[src/rtl/wb_arbiter.sv]
// Two-master to one-slave pipelined Wishbone arbiter with bus-cycle locking.
// Tracks outstanding transfers per grant and returns ack/data only to the owner.
//   state | meaning
//   IDLE  | no owner, arbitrate among requesters at the next edge
//   OWN0  | master 0 owns the bus cycle
//   OWN1  | master 1 owns the bus cycle
module wb_arbiter #(
  parameter int MAX_OUT    = 4,
  parameter bit FIXED_PRIO = 1'b0
) (
  input  logic        i_clk,
  input  logic        i_rst,
  input  logic        i_wbm0_cyc,
  input  logic        i_wbm0_stb,
  input  logic        i_wbm0_we,
  input  logic [15:0] i_wbm0_adr,
  input  logic [15:0] i_wbm0_dat,
  output logic        o_wbm0_stall,
  output logic        o_wbm0_ack,
  output logic [15:0] o_wbm0_dat,
  input  logic        i_wbm1_cyc,
  input  logic        i_wbm1_stb,
  input  logic        i_wbm1_we,
  input  logic [15:0] i_wbm1_adr,
  input  logic [15:0] i_wbm1_dat,
  output logic        o_wbm1_stall,
  output logic        o_wbm1_ack,
  output logic [15:0] o_wbm1_dat,
  output logic        o_wbs_cyc,
  output logic        o_wbs_stb,
  output logic        o_wbs_we,
  output logic [15:0] o_wbs_adr,
  output logic [15:0] o_wbs_dat,
  input  logic        i_wbs_stall,
  input  logic        i_wbs_ack,
  input  logic [15:0] i_wbs_dat,
  output logic [1:0]  o_gnt
);

  typedef enum logic [1:0] {IDLE, OWN0, OWN1} state_t;

  state_t      r_state, w_state_next;
  logic [3:0]  r_cnt, w_cnt_next;
  logic        r_last, w_last_next;

  logic        w_sel0, w_sel1, w_own_cyc, w_own_stb, w_active, w_full, w_accept;

  assign w_sel0    = (r_state == OWN0);
  assign w_sel1    = (r_state == OWN1);
  assign w_own_cyc = (w_sel0 & i_wbm0_cyc) | (w_sel1 & i_wbm1_cyc);
  assign w_own_stb = (w_sel0 & i_wbm0_stb) | (w_sel1 & i_wbm1_stb);
  assign w_active  = w_own_cyc;
  assign w_full    = (r_cnt == 4'(MAX_OUT));

  // Slave side follows the owner only while it still holds cyc (abort drops it at once).
  assign o_wbs_cyc = w_active;
  assign o_wbs_stb = w_active & w_own_stb & ~w_full;
  assign o_wbs_we  = w_active & (w_sel1 ? i_wbm1_we : i_wbm0_we);
  assign o_wbs_adr = w_active ? (w_sel1 ? i_wbm1_adr : i_wbm0_adr) : 16'h0000;
  assign o_wbs_dat = w_active ? (w_sel1 ? i_wbm1_dat : i_wbm0_dat) : 16'h0000;
  assign w_accept  = o_wbs_stb & ~i_wbs_stall;

  assign o_wbm0_stall = ~w_sel0 | i_wbs_stall | w_full;
  assign o_wbm1_stall = ~w_sel1 | i_wbs_stall | w_full;
  assign o_wbm0_ack   = w_sel0 & i_wbm0_cyc & i_wbs_ack;
  assign o_wbm1_ack   = w_sel1 & i_wbm1_cyc & i_wbs_ack;
  assign o_wbm0_dat   = w_sel0 ? i_wbs_dat : 16'h0000;
  assign o_wbm1_dat   = w_sel1 ? i_wbs_dat : 16'h0000;
  assign o_gnt        = {w_sel1, w_sel0};

  always_ff @(posedge i_clk or posedge i_rst) begin
    if (i_rst) begin
      r_state <= IDLE;
      r_cnt   <= 4'd0;
      r_last  <= 1'b1;
    end else begin
      r_state <= w_state_next;
      r_cnt   <= w_cnt_next;
      r_last  <= w_last_next;
    end
  end

  always_comb begin
    w_state_next = r_state;
    w_last_next  = r_last;
    w_cnt_next   = r_cnt;
    case (r_state)
      IDLE: begin
        w_cnt_next = 4'd0;
        if (i_wbm0_cyc && i_wbm1_cyc) begin
          // Round-robin favours whoever did not own the bus last.
          if (FIXED_PRIO || r_last) w_state_next = OWN0;
          else                      w_state_next = OWN1;
        end else if (i_wbm0_cyc) begin
          w_state_next = OWN0;
        end else if (i_wbm1_cyc) begin
          w_state_next = OWN1;
        end
      end
      OWN0, OWN1: begin
        if (!w_active) begin
          w_state_next = IDLE;
          w_last_next  = w_sel1;
          w_cnt_next   = 4'd0;
        end else begin
          case ({w_accept, i_wbs_ack && (r_cnt != 4'd0)})
            2'b10:   w_cnt_next = r_cnt + 4'd1;
            2'b01:   w_cnt_next = r_cnt - 4'd1;
            default: w_cnt_next = r_cnt;
          endcase
        end
      end
      default: w_state_next = IDLE;
    endcase
  end

endmodule

[config.mk]
export PLATFORM = sky130hd
export DESIGN_NAME = wb_arbiter
export DESIGN_NICKNAME = d
export VERILOG_FILES = /design/src/rtl/wb_arbiter.sv
export SDC_FILE = /design/constraint.sdc
export NUM_CORES = 1
export LEC_CHECK = 0
export CAP_MARGIN = 15
export CORE_AREA = 2 2 63 65
export DETAILED_ROUTE_END_ITERATION = 16
export DIE_AREA = 0 0 65 67
export DONT_BUFFER_PORTS = 1
export PLACE_DENSITY = 0.52
export SLEW_MARGIN = 20
export SYNTH_ARGS = -nofsm -noshare
export SYNTH_HDL_FRONTEND = slang
export SYNTH_SLANG_ARGS = --single-unit
export TNS_END_PERCENT = 10
[constraint.sdc]
create_clock -name i_clk -period 4.11 [get_ports i_clk]
set_input_delay 0.411 -clock i_clk [delete_from_list [all_inputs] [get_ports i_clk]]
set_output_delay 0.411 -clock i_clk [all_outputs]
set_load 0.1 [all_outputs]
* Word-level counts from Yosys, hierarchy flattened
Index checks and enable logic that the tools add are counted.
Storage, ports and cells: register bits 7
Cells by class: add/subtract/negate cells 2, equal/unequal tests 8, multiplexer cells 16, bitwise logic cells 21, reductions and logical operators 9
Operator list (count):
- $mux W16 | 6
- $pmux W4 S2 | 2
- $and A1 B1 Y1 | 10
- $mux W2 | 5
- $ne A4 B4 Y1 const B | 2
- $or A1 B1 Y1 | 6
- $reduce_and A2 Y1 | 3
- $not A1 Y1 | 5
- $add A4 B1 Y4 const B | 1
- $eq A2 B1 Y1 const B | 2
- $eq A2 B2 Y1 const B | 2
- $eq A4 B3 Y1 const B | 1
- $mux W4 | 1
- $pmux W2 S2 | 1
- $reduce_bool A4 Y1 | 1
- $sub A4 B1 Y4 const B | 1
- $logic_and A1 B1 Y1 | 2
- $logic_not A2 Y1 | 1
- $ne A2 B2 Y1 const B | 1
- $reduce_bool A2 Y1 | 1
- $reduce_or A2 Y1 | 1
- $mux W1 | 1

* Logic depth before layout (Yosys ltp)
word-level depth 10, gate-level depth with buffers 13, gate-level depth less buffers 12

* Worst setup path before layout
Ideal clock, no wire load.
path kind reg2out, start reg r_state[0], end out o_wbs_stb, arrival time 3329 ps, slack 370 ps, stages on the path, launching flop included 7, path buffers 1, cells stage by stage dfrtp_1 inv_1 ha_1 buf_2 a21oi_2 o211ai_2 a21boi_0
On the way: longest elaborated chain between the ends 5, elaborated cells between the ends (all ways) 10, those cells by class 2 x eq/ne; 8 x bitwise
RTL lines:
- start, declared | line 42 | state_t r_state, w_state_next;
- start signal, assigned | line 77 | r_state <= w_state_next;
- $eq A2 B2 Y1 (*) | line 49 | assign w_sel1 = (r_state == OWN1);
- via w_sel1 | line 46 | logic w_sel0, w_sel1, w_own_cyc, w_own_stb, w_active, w_full, w_accept;
- $and A1 B1 Y1 (on tied branches) | line 50, 51
- $or A1 B1 Y1 (on tied branches) | line 50, 51
- $and A1 B1 Y1 (*) (2 in series) | line 57 | assign o_wbs_stb = w_active & w_own_stb & ~w_full;
- end, declared | line 30 | output logic o_wbs_stb,
The timed path passes the listed nets; every way through them passes the cells marked *.

* Final worst setup path
start reg r_state[0], end out o_wbs_dat[8]
On the way: longest elaborated chain between the ends 4, elaborated cells between the ends (all ways) 7, those cells by class 2 x eq/ne; 2 x mux; 3 x bitwise
RTL lines:
- $eq A2 B1 Y1 / $eq A2 B2 Y1 (equally long branches) | line 48, 49
- $and A1 B1 Y1 | line 50 | assign w_own_cyc = (w_sel0 & i_wbm0_cyc) | (w_sel1 & i_wbm1_cyc);
- $or A1 B1 Y1 | line 50
- $mux W16 (*) | line 60 | assign o_wbs_dat = w_active ? (w_sel1 ? i_wbm1_dat : i_wbm0_dat) : 16'h0000;
- end, declared | line 33 | output logic [15:0] o_wbs_dat,
Mark *: on every way between the ends. The rest lies on a longest branch, timed or not.

==> impl_metrics.csv <==
group,metric,value,unit
status,status,"finished clean",
worst_setup_path,r2r_start,"r_state[0]",
route,vias_per_cell,5.34,
worst_setup_path,worstPathMaxFanout,36,
worst_setup_path,crit_top_cell,"buf_4",
placement,numPortBuffers,0,
min_path,hp-class,"primary input to async pin",
global_route,grt_overflow,0,
clock_tree,postCtsSetupBuffers,0,
final_layout,fin_cells,271,
global_route,grt_usage,19.3,%
sta,tns,0,ns
die,chipWidth,65,um
logic_synthesis,synth_cell_type_count,32,
logic_synthesis,syn_area,0.00133,mm^2
sta,fin_crit,3.28,ns
sta,drv_slew,0,
global_route,antenna_found_initial,0,
worst_setup_path,crit_arrival,2.87,ns
logic_synthesis,ys_seq_elements,7,
worst_setup_path,reg2reg_slack,1.11,ns
placement,placed_area,0.00184,mm^2
placement,dpl.hpwl,3.88,mm
sta,hold_viol_final,0,
placement,place.gp.congestion,0.787,
global_route,grt_max_degree,37,
worst_setup_path,crit_path_cell_trace,"inv_1 > ha_4 > buf_4 > nand2_1 > and2_2 > nor2_2 > buf_4",
final_layout,nNetsFinal,321,
clock_tree,cts_root_buf,"clkbuf_8",
route,drt_iter0_drc,57,
sta,final.period_utilization,79.9,%
route,routedWlPerCell,16.4,um
worst_setup_path,crit_required,3.70,ns
clock_tree,clk-insertion-delay-late,0.22,ns
global_route,grt_pass1_wl,6.54,mm
clock_tree,cts_buffer_depth,2,
worst_setup_path,timing.rr.end,"r_cnt[3]",
die,core_area,0.00361,mm^2
logic_synthesis,syn_area_per_cell,7.47,um^2
clock_tree,tritoncts,"built",
worst_setup_path,cp-end-kind,"output port",
sta,relSlewSlack,35.2,%
worst_setup_path,start_kind,"flip-flop",
run,drv_cap,0,
logic_synthesis,syn_nets,275,
clock_tree,cts_max_level,1,
placement,dp.cells,267,
clock_tree,cts_resized,0,
clock_tree,cts_hold_buf,0,
logic_synthesis,synth_edf_count,0,
final_layout,fin_util,52.2,%
sta,tightestPinTransition,0.976,ns
logic_synthesis,ys_seq_area_share,13.3,%
final_layout,drive_gt1_share,45.7,%
die,rows,22,
sta,finalSetupViolCount,0,
route,num_vias,1446,
route,dr.pass1.iters,4,
die,io_pins,163,
clock_tree,path_clk_slew,0.04,ns
final_layout,num_antenna_cells,0,
logic_synthesis,ys.flop_type,"dfrtp_1",
clock_tree,cts_buffers,3,
route,wirelength,4.45,mm
logic_synthesis,postSynthCellCount,178,
sta,rsz0062_at_grt,"false",
worst_setup_path,critPathMaxStageDelay,0.67,ns
final_layout,fillCellCount,331,
sta,max_freq,304,MHz
route,antenna_left,0,
route,route.detailed.drc,0,
worst_setup_path,ff2ff_path_depth,9,
die,die_h,67,um
final_layout,fin_area,0.00188,mm^2
final_layout,area_growth,41.5,%
die,start_util,36.9,%
global_route,grt_pass1_vias,1383,
die,dieArea,0.00436,mm^2
clock_tree,clock-sinks,7,
logic_synthesis,ys.warnings.count,0,
worst_setup_path,path_class,"flip-flop to output port",
sta,skew,0.00377,ns
logic_synthesis,synth-async-reset-ratio,100,%
worst_setup_path,crit_slowest_cell,"buf_4",
==> flip-flops by register name (all words and copies together) (netlist names) <==
signal,cells
r_state,2
r_last,1
r_cnt,4
==> routing by layer <==
layer | routed length (um) | global-route usage, % | part of all wire [%]
met1 | 1570 | 21.1 | 35
met2 | 2520 | 39.3 | 57
met3 | 337 | 2.87 | 7.6
met4 | 18 | 3.19 | 0.40
met5 | 0 | 0 | 0
==> logic make-up (layout without fill, tap and decap cells) <==
kind of cell    count (synthesis)  after routing  synth area share (%)
simple gates                   85             85                  32.3
mux                            35             35                  26.4
buf+inv                        24             69                  7.81
compound gates                 19             19                  12.4
fa+ha+maj                       7              7                  7.15
flops                           7              7                  13.3
xor+xnor                        1              1                 0.659
==> stage by stage <==
stage / hold slack, ns / setup WS [ns]
final: 0.0155 / 0.826
after global placement: 0.254 / 1.15
after global routing: 0.0328 / 0.611
after floorplan: 0.214 / 0.370
after CTS: 0.0243 / 0.815
after detailed placement: 0.263 / 1.07
==> synth_stat cells (all sizes together), types with 2 or more instances <==
| master | instances | area share [%] |
|---|---|---|
| nand4 | 4 | 1.9 |
| a21o | 3 | 1.8 |
| clkbuf | 7 | 2.0 |
| o21ai | 2 | 0.75 |
| ha | 6 | 5.6 |
| a211o | 2 | 1.3 |
| o22ai | 2 | 0.94 |
| buf | 7 | 3.0 |
| nor2 | 33 | 9.3 |
| and3 | 2 | 0.94 |
| and2 | 33 | 16 |
| dfrtp | 6 | 11 |
| nand3 | 3 | 1.1 |
| nand2 | 8 | 2.3 |
| mux2i | 34 | 26 |
| a21oi | 4 | 2.1 |
| inv | 10 | 2.8 |
==> worst max path at each step <==
stage          startpoint            to
2_1_floorplan  r_state[0]     o_wbs_stb
3_5_place_dp   r_state[0]  o_wbs_dat[8]
4_1_cts        r_state[0]     o_wbs_cyc
3_3_place_gp   r_state[0]  o_wbs_adr[3]
5_1_grt        r_state[0]  o_wbs_dat[2]
6_report       r_state[0]  o_wbs_dat[8]
==> worst max-delay path, delay by kind of cell, from the launching register on <==
| family | cells | cell delay [ns] |
|---|---|---|
| buffers and inverters | 3 | 1.12 |
| flip-flops | 1 | 0.39 |
| AND/OR/NAND/NOR | 3 | 0.84 |
| adder cells (fa/ha/maj) | 1 | 0.28 |
==> cell type report <==
type	instances	area, um^2	area share, %
Tap cell	48	60.1	3.19
Inverter	10	37.5	1.99
Multi-Input combinational cell	147	1150	61.1
Clock buffer	4	45.0	2.39
Timing Repair Buffer	55	413	21.9
Sequential cell	7	176	9.38
==> placed cells by master, fill, tap and decap left out, types with 3 or more instances in the layout <==
cell type and n:
buf_4 55, mux2i_1 34, nor2_2 33, and2_1 32
inv_1 10, nand2_1 8, dfrtp_1 6, ha_1 5
nand4_1 4, nand3_1 3, clkbuf_8 3
Power is not shown: default switching activity piles up to over one toggle a cycle in this logic, so the estimate is an artifact.
